File: config.mk
export PLATFORM = sky130hd
export DESIGN_NAME = uart_cfg
export DESIGN_NICKNAME = d
export VERILOG_FILES = /design/src/rtl/uart_pkg.sv /design/src/rtl/uart_baud_gen.sv /design/src/rtl/uart_cfg.sv
export SDC_FILE = /design/constraint.sdc
export NUM_CORES = 1
export LEC_CHECK = 0
export ABC_AREA = 1
export CAP_MARGIN = 20
export CORE_UTILIZATION = 55
export CTS_CLUSTER_SIZE = 28
export DETAILED_ROUTE_END_ITERATION = 8
export GPL_ROUTABILITY_DRIVEN = 0
export PLACE_DENSITY = 0.83
export SYNTH_ARGS = -nofsm -noshare
export SYNTH_HDL_FRONTEND = slang
export SYNTH_SLANG_ARGS = --single-unit
File: constraint.sdc
create_clock -name clk -period 2.2 [get_ports clk]
set_clock_uncertainty 0.1 [all_clocks]
set_input_delay 0.22 -clock clk [delete_from_list [all_inputs] [get_ports clk]]
set_output_delay 0.22 -clock clk [all_outputs]
set_load 0.1 [all_outputs]
File: src/rtl/uart_pkg.sv
// Shared definitions for the uart_cfg transmitter/receiver pair.
//   - parity mode constants
//   - frame state encoding used by both TX and RX state machines
//   - elaboration-time divisor functions and a parity helper
package uart_pkg;

    localparam int PARITY_NONE = 0;
    localparam int PARITY_ODD  = 1;
    localparam int PARITY_EVEN = 2;

    typedef enum logic [2:0] {
        ST_IDLE,
        ST_START,
        ST_DATA,
        ST_PARITY,
        ST_STOP
    } uart_state_e;

    function automatic int tx_div(input int clock_rate, input int baud_rate);
        return clock_rate / baud_rate;
    endfunction

    function automatic int rx_div(input int clock_rate, input int baud_rate, input int oversample);
        return clock_rate / (baud_rate * oversample);
    endfunction

    // Payload is zero-extended to 9 bits; the extra zeros leave the XOR unchanged.
    function automatic logic parity_bit(input logic [8:0] data, input int mode);
        return (mode == PARITY_ODD) ? ~(^data) : (^data);
    endfunction

endpackage

File: src/rtl/uart_baud_gen.sv
// Loadable baud divider. Counts 0..DIV-1 while enabled and raises tick_o
// for one cycle on the terminal count. restart_i forces the count back to 0
// so every frame starts with a full bit period.
//   clk       system clock
//   reset     asynchronous active-low reset
//   restart_i reload the counter to 0
//   en_i      count enable
//   tick_o    one-cycle tick every DIV enabled cycles
module uart_baud_gen #(
    parameter int DIV = 1
) (
    input  logic clk,
    input  logic reset,
    input  logic restart_i,
    input  logic en_i,
    output logic tick_o
);

    localparam int CW = (DIV > 1) ? $clog2(DIV) : 1;
    localparam logic [CW-1:0] TERM = CW'(DIV - 1);

    logic [CW-1:0] cnt_q, cnt_d;

    // tick_o depends only on the registered count so the caller may derive
    // restart_i from logic that also consumes the tick.
    assign tick_o = en_i && (cnt_q == TERM);

    always_comb begin
        cnt_d = cnt_q;
        if (restart_i) begin
            cnt_d = '0;
        end else if (en_i) begin
            cnt_d = (cnt_q == TERM) ? '0 : cnt_q + 1'b1;
        end
    end

    always_ff @(posedge clk or negedge reset) begin
        if (!reset) cnt_q <= '0;
        else        cnt_q <= cnt_d;
    end

endmodule

File: src/rtl/uart_cfg.sv
// Parametrised full-duplex UART (start, DATA_BITS LSB first, optional
// parity, STOP_BITS stops). Oversampling receiver with 2-flop synchroniser
// and false-start rejection; framing and parity errors reported separately.
//   clk, reset                      system clock, async active-low reset
//   rxEn, rxIn                      receiver enable, serial input
//   rxBusy, rxDone, rxErr,
//   rxParityErr, rxOut              receiver status pulses and last good payload
//   txEn, txStart, txIn             transmitter enable, send request, payload
//   txBusy, txDone, txOut           transmitter status and serial output
//
// state     | meaning
// ST_IDLE   | line idle, waiting for request / falling edge
// ST_START  | start bit (RX: waiting for mid-bit resample)
// ST_DATA   | payload bits, LSB first
// ST_PARITY | parity bit (skipped when PARITY = 0)
// ST_STOP   | stop bit(s); RX checks only the first
module uart_cfg
    import uart_pkg::*;
#(
    parameter int CLOCK_RATE         = 12000000,
    parameter int BAUD_RATE          = 9600,
    parameter int RX_OVERSAMPLE_RATE = 16,
    parameter int DATA_BITS          = 8,
    parameter int PARITY             = 0,
    parameter int STOP_BITS          = 1
) (
    input  logic                 clk,
    input  logic                 reset,
    input  logic                 rxEn,
    input  logic                 rxIn,
    output logic                 rxBusy,
    output logic                 rxDone,
    output logic                 rxErr,
    output logic                 rxParityErr,
    output logic [DATA_BITS-1:0] rxOut,
    input  logic                 txEn,
    input  logic                 txStart,
    input  logic [DATA_BITS-1:0] txIn,
    output logic                 txBusy,
    output logic                 txDone,
    output logic                 txOut
);

    localparam int TX_DIV = tx_div(CLOCK_RATE, BAUD_RATE);
    localparam int RX_DIV = rx_div(CLOCK_RATE, BAUD_RATE, RX_OVERSAMPLE_RATE);
    localparam int TCW    = $clog2(RX_OVERSAMPLE_RATE);
    localparam logic [3:0]     DB_LAST   = 4'(DATA_BITS - 1);
    localparam logic [3:0]     SB_LAST   = 4'(STOP_BITS - 1);
    localparam logic [TCW-1:0] HALF_LAST = TCW'(RX_OVERSAMPLE_RATE / 2 - 1);
    localparam logic [TCW-1:0] FULL_LAST = TCW'(RX_OVERSAMPLE_RATE - 1);

    if (RX_DIV < 1 || DATA_BITS < 5 || DATA_BITS > 9 || RX_OVERSAMPLE_RATE < 4 ||
        (RX_OVERSAMPLE_RATE % 2) != 0 || PARITY > 2 || STOP_BITS < 1 || STOP_BITS > 2) begin : g_cfg_err
        $error("uart_cfg: unsupported parameter set");
    end

    // ---------------- transmitter ----------------
    uart_state_e          tx_state_q, tx_state_d;
    logic [DATA_BITS-1:0] tx_shift_q, tx_shift_d;
    logic [3:0]           tx_bit_q, tx_bit_d;
    logic                 tx_par_q, tx_par_d, tx_done_q, tx_done_d, tx_out_q, tx_out_d;
    logic                 tx_tick, tx_restart;

    assign tx_restart = (tx_state_q == ST_IDLE) && txEn && txStart;

    uart_baud_gen #(.DIV(TX_DIV)) u_tx_baud (
        .clk(clk), .reset(reset), .restart_i(tx_restart),
        .en_i(tx_state_q != ST_IDLE), .tick_o(tx_tick)
    );

    always_comb begin
        tx_state_d = tx_state_q;
        tx_shift_d = tx_shift_q;
        tx_bit_d   = tx_bit_q;
        tx_par_d   = tx_par_q;
        tx_done_d  = 1'b0;
        if (!txEn) begin
            tx_state_d = ST_IDLE;
        end else begin
            case (tx_state_q)
                ST_IDLE: if (txStart) begin
                    tx_state_d = ST_START;
                    tx_shift_d = txIn;
                    tx_par_d   = parity_bit(9'(txIn), PARITY);
                end
                ST_START: if (tx_tick) begin
                    tx_state_d = ST_DATA;
                    tx_bit_d   = '0;
                end
                ST_DATA: if (tx_tick) begin
                    tx_shift_d = tx_shift_q >> 1;
                    tx_bit_d   = tx_bit_q + 4'd1;
                    if (tx_bit_q == DB_LAST) begin
                        tx_bit_d = '0;
                        if (PARITY != PARITY_NONE) tx_state_d = ST_PARITY;
                        else                       tx_state_d = ST_STOP;
                    end
                end
                ST_PARITY: if (tx_tick) tx_state_d = ST_STOP;
                ST_STOP: if (tx_tick) begin
                    tx_bit_d = tx_bit_q + 4'd1;
                    if (tx_bit_q == SB_LAST) begin
                        tx_state_d = ST_IDLE;
                        tx_done_d  = 1'b1;
                    end
                end
                default: tx_state_d = ST_IDLE;
            endcase
        end
        // Output bit registered from the next state so txOut changes with the state.
        case (tx_state_d)
            ST_START:  tx_out_d = 1'b0;
            ST_DATA:   tx_out_d = tx_shift_d[0];
            ST_PARITY: tx_out_d = tx_par_d;
            default:   tx_out_d = 1'b1;
        endcase
    end

    always_ff @(posedge clk or negedge reset) begin
        if (!reset) begin
            tx_state_q <= ST_IDLE;
            tx_shift_q <= '0;
            tx_bit_q   <= '0;
            tx_par_q   <= 1'b0;
            tx_done_q  <= 1'b0;
            tx_out_q   <= 1'b1;
        end else begin
            tx_state_q <= tx_state_d;
            tx_shift_q <= tx_shift_d;
            tx_bit_q   <= tx_bit_d;
            tx_par_q   <= tx_par_d;
            tx_done_q  <= tx_done_d;
            tx_out_q   <= tx_out_d;
        end
    end

    assign txBusy = (tx_state_q != ST_IDLE);
    assign txDone = tx_done_q;
    assign txOut  = tx_out_q;

    // ---------------- receiver ----------------
    logic                 rx_sync1_q, rx_sync2_q, rx_prev_q;
    uart_state_e          rx_state_q, rx_state_d;
    logic [DATA_BITS-1:0] rx_shift_q, rx_shift_d, rx_out_q, rx_out_d;
    logic [3:0]           rx_bit_q, rx_bit_d;
    logic [TCW-1:0]       rx_tcnt_q, rx_tcnt_d;
    logic                 rx_pflag_q, rx_pflag_d;
    logic                 rx_done_q, rx_done_d, rx_err_q, rx_err_d, rx_perr_q, rx_perr_d;
    logic                 rx_tick, rx_fall, rx_restart;

    assign rx_fall    = rx_prev_q && !rx_sync2_q;
    assign rx_restart = (rx_state_q == ST_IDLE) && rxEn && rx_fall;

    uart_baud_gen #(.DIV(RX_DIV)) u_rx_baud (
        .clk(clk), .reset(reset), .restart_i(rx_restart),
        .en_i(rx_state_q != ST_IDLE), .tick_o(rx_tick)
    );

    always_comb begin
        rx_state_d = rx_state_q;
        rx_shift_d = rx_shift_q;
        rx_out_d   = rx_out_q;
        rx_bit_d   = rx_bit_q;
        rx_tcnt_d  = rx_tcnt_q;
        rx_pflag_d = rx_pflag_q;
        rx_done_d  = 1'b0;
        rx_err_d   = 1'b0;
        rx_perr_d  = 1'b0;
        if (!rxEn) begin
            rx_state_d = ST_IDLE;
        end else if (rx_state_q == ST_IDLE) begin
            if (rx_fall) begin
                rx_state_d = ST_START;
                rx_tcnt_d  = '0;
                rx_pflag_d = 1'b0;
            end
        end else if (rx_tick) begin
            rx_tcnt_d = rx_tcnt_q + 1'b1;
            case (rx_state_q)
                ST_START: if (rx_tcnt_q == HALF_LAST) begin
                    rx_tcnt_d = '0;
                    rx_bit_d  = '0;
                    // Line back high at mid start bit: glitch, not a frame.
                    if (rx_sync2_q) rx_state_d = ST_IDLE;
                    else            rx_state_d = ST_DATA;
                end
                ST_DATA: if (rx_tcnt_q == FULL_LAST) begin
                    rx_tcnt_d  = '0;
                    rx_shift_d = {rx_sync2_q, rx_shift_q[DATA_BITS-1:1]};
                    rx_bit_d   = rx_bit_q + 4'd1;
                    if (rx_bit_q == DB_LAST) begin
                        if (PARITY != PARITY_NONE) rx_state_d = ST_PARITY;
                        else                       rx_state_d = ST_STOP;
                    end
                end
                ST_PARITY: if (rx_tcnt_q == FULL_LAST) begin
                    rx_tcnt_d  = '0;
                    rx_pflag_d = (rx_sync2_q != parity_bit(9'(rx_shift_q), PARITY));
                    rx_state_d = ST_STOP;
                end
                ST_STOP: if (rx_tcnt_q == FULL_LAST) begin
                    // Re-arm after the first stop bit; further stop bits are not checked.
                    rx_tcnt_d  = '0;
                    rx_state_d = ST_IDLE;
                    if (!rx_sync2_q || rx_pflag_q) begin
                        rx_err_d  = 1'b1;
                        rx_perr_d = rx_pflag_q;
                    end else begin
                        rx_done_d = 1'b1;
                        rx_out_d  = rx_shift_q;
                    end
                end
                default: rx_state_d = ST_IDLE;
            endcase
        end
    end

    always_ff @(posedge clk or negedge reset) begin
        if (!reset) begin
            rx_sync1_q <= 1'b1;
            rx_sync2_q <= 1'b1;
            rx_prev_q  <= 1'b1;
            rx_state_q <= ST_IDLE;
            rx_shift_q <= '0;
            rx_out_q   <= '0;
            rx_bit_q   <= '0;
            rx_tcnt_q  <= '0;
            rx_pflag_q <= 1'b0;
            rx_done_q  <= 1'b0;
            rx_err_q   <= 1'b0;
            rx_perr_q  <= 1'b0;
        end else begin
            rx_sync1_q <= rxIn;
            rx_sync2_q <= rx_sync1_q;
            rx_prev_q  <= rx_sync2_q;
            rx_state_q <= rx_state_d;
            rx_shift_q <= rx_shift_d;
            rx_out_q   <= rx_out_d;
            rx_bit_q   <= rx_bit_d;
            rx_tcnt_q  <= rx_tcnt_d;
            rx_pflag_q <= rx_pflag_d;
            rx_done_q  <= rx_done_d;
            rx_err_q   <= rx_err_d;
            rx_perr_q  <= rx_perr_d;
        end
    end

    assign rxBusy      = (rx_state_q != ST_IDLE);
    assign rxDone      = rx_done_q;
    assign rxErr       = rx_err_q;
    assign rxParityErr = rx_perr_q;
    assign rxOut       = rx_out_q;

endmodule

==> flow_summary.toml <==
[global_route]
antenna_found_initial = 0
grt_pass1_vias = 3020
gr-total-overflow = 0
grt_max_degree = 48
grt_pass1_wl_mm = 12.65
grt.total_usage_pct = 21.58

[yosys]
yosysSeqAreaShare_pct = 45.85
yosysUniqueCellTypes = 39
syn_nets = 483
syn_area_sq_um = 3831
ys_seq_elements = 70
synth-main-ff-cell = "dfrtp_1"
syn_area_per_cell_sq_um = 8.311
ys_async_sr_fraction_pct = 100.0
syn_inst = 461
synth-edff-count = 0
ys_warn_count = 0

[hold_path]
hold_class = "input port to flop"
min_path_cells = 1

[clock_tree]
cts_buffers = 9
post_cts.repair.setup_buffers = 0
insertion_delay_ns = 0.34
clock-sinks = 70
cts_tree = "built"
cts_root_buf = "clkbuf_8"
clk_pin_slew_ns = 0.07
h-tree-depth = 3
clk_path_buf_depth = 2

[floorplan]
fp-row-count = 30
io_pins = 29
coreArea_sq_um = 6756
die_area_sq_um = 7303
die_y_um = 85.46
initial_utilization_pct = 56.70
dieWidth_um = 85.46

[routing]
highest_layer = "met4"
post_drt_wl_per_cell_um = 12.19
ant_nets = 0
dr_wl_met3_um = 201
wl_mm = 7.104
via_per_inst = 5.204
dr.pass1.iters = 5
route.detailed.drc = 0
drtIter0Drc = 160
wl_met2_mm = 3.574
m1WireLength_mm = 3.302
num_vias = 3034

[timing]
fmax_ghz = 0.5174
slew_viol_final = 0
tightest_slew_ns = 0.5501
timing.slew.headroom_pct = 63.33
rsz0062_at_grt = "false"
setup_viol = 0
final.min_clock_period_ns = 1.933
fin_hold_ws_ns = 0.2435
hold_violations = 0
fin_setup_tns_ns = 0
finalCritPeriodShare_pct = 87.85

[setup_path]
rr_worst_depth = 8
crit_type = "flop to flop"
critPathArrivalTime_ns = 2.07
cp-end-kind = "flop"
cp.required_ns = 2.34
path_max_fanout = 13
critPathLaunchType = "flop"

[final_layout]
area_delta_synth_final_pct = 14.57
final_layout_size_suffix_gt1_share_pct = 15.31
n_antenna_cell = 0
num-nets-final = 520
fillers = 561
final_core_util_pct = 64.96
final_cells = 583

[run_status]
status = "finished, final reports clean"

[place]
dp_hpwl_mm = 5.235
portBuffers = 28
dp.cells = 566

[pwr]
powerDensity_nw_per_um2 = 756.8
ir_worst_vdd_uv = 416.5
p_leak_uw = 0.002093

[job]
drv_cap = 0
cells in the final DEF, fill, tap and decap left out, drive strengths merged, types with 13 or more instances in the layout:
master,instances
xor2,13
nor2,40
dfrtp,66
nand3,36
nand2,106
o21ai,51
a21oi,15
inv,73
buf,17
flip-flops by register name (all words and copies together) (netlist names), 3 cells and up:
name	cells
rx_shift_q	8
u_rx_baud.cnt_q	7
rx_bit_q	4
u_tx_baud.cnt_q	11
tx_state_q	3
tx_shift_q	8
rxOut	8
rx_tcnt_q	4
tx_bit_q	4
rx_state_q	3
synthesized netlist by cell type (4+ instances only):
library cell | count | area (sq um)
nand2_1 | 98 | 367.9
dfrtp_1 | 66 | 1652
inv_1 | 63 | 236.5
nand3_1 | 33 | 165.2
nor2_1 | 31 | 116.4
o21ai_0 | 27 | 135.1
a21oi_1 | 15 | 75.07
o21ai_1 | 15 | 75.07
xor2_1 | 13 | 113.9
xnor2_1 | 12 | 105.1
nor3_1 | 10 | 50.05
o21ai_2 | 9 | 78.83
ha_1 | 8 | 100.1
o22ai_1 | 8 | 50.05
inv_2 | 6 | 22.52
nor2_2 | 6 | 37.54
nand2_4 | 5 | 56.30
dfstp_2 | 4 | 105.1
nand4_1 | 4 | 25.02
layout make-up:
class | instances | area (sq um) | share of cell area [%]
clock buffer | 9 | 123.9 | 2.822
clock inverter | 7 | 105.1 | 2.395
inverter | 70 | 267.8 | 6.100
multi-input combinational | 317 | 1768 | 40.28
sequential | 70 | 1757 | 40.02
tap | 80 | 100.1 | 2.281
timing repair buffer | 30 | 267.8 | 6.100
routing by layer:
layer	track usage, %	up-vias
li1	-	1558
met1	26.20	1431
met2	38.18	43
met3	5.156	2
met4	6.212	0
met5	0	-
critical path: stages, from the launching register on:
cell,delay [ns]
dfrtp_1,0.40
inv_1,0.08
ha_1,0.18
nand3_1,0.15
nor2_4,0.23
nand2_4,0.09
o21ai_2,0.37
nand2_1,0.12
o21ai_0,0.12
report_power, final:
part	total, uW	switching, uW	leakage, uW	internal (uW)
registers	1530	119	0.000926	1410
clock network	1180	524	0.000112	656
logic	609	382	0.00105	226
total	3320	1030	0.00209	2300
logic make-up after synthesis:
kind of cell,after synthesis,synth area share [%]
compound gates,80,11.99
simple gates,204,25.83
buf+inv,74,8.001
fa+ha+maj,8,2.613
flops,70,45.85
xor+xnor,25,5.715
final timing paths:
| kind | start | to | slack [ns] |
|---|---|---|---|
| max | u_tx_baud.cnt_q[1] | tx_shift_q[3] | 0.27 |
| min | rxIn | rx_sync1_q | 0.24 |
| max reg2reg | u_tx_baud.cnt_q[1] | tx_shift_q[3] | 0.27 |
| min reg2reg | rx_sync1_q | rx_sync2_q | 0.25 |
| max in group asynchronous | reset | rx_sync1_q | 1.01 |
| min in group asynchronous | reset | u_rx_baud.cnt_q[5] | 0.30 |
metrics by stage:
step	instance area [sq um]	total power, uW	setup slack (ns)
floorplan	3831	1987	0.4318
global placement	4150	2135	0.3691
detailed placement	4150	2162	0.2648
CTS	4389	3349	0.2618
global route	4389	3499	0.04496
finish	4389	3322	0.2673
what timing repair did:
item | CTS | global route
gates resized for setup | 0 | 0
endpoints found under the hold margin | 22 | 0
hold buffers | 1 | 0
Power figures use the tool's default switching activity.
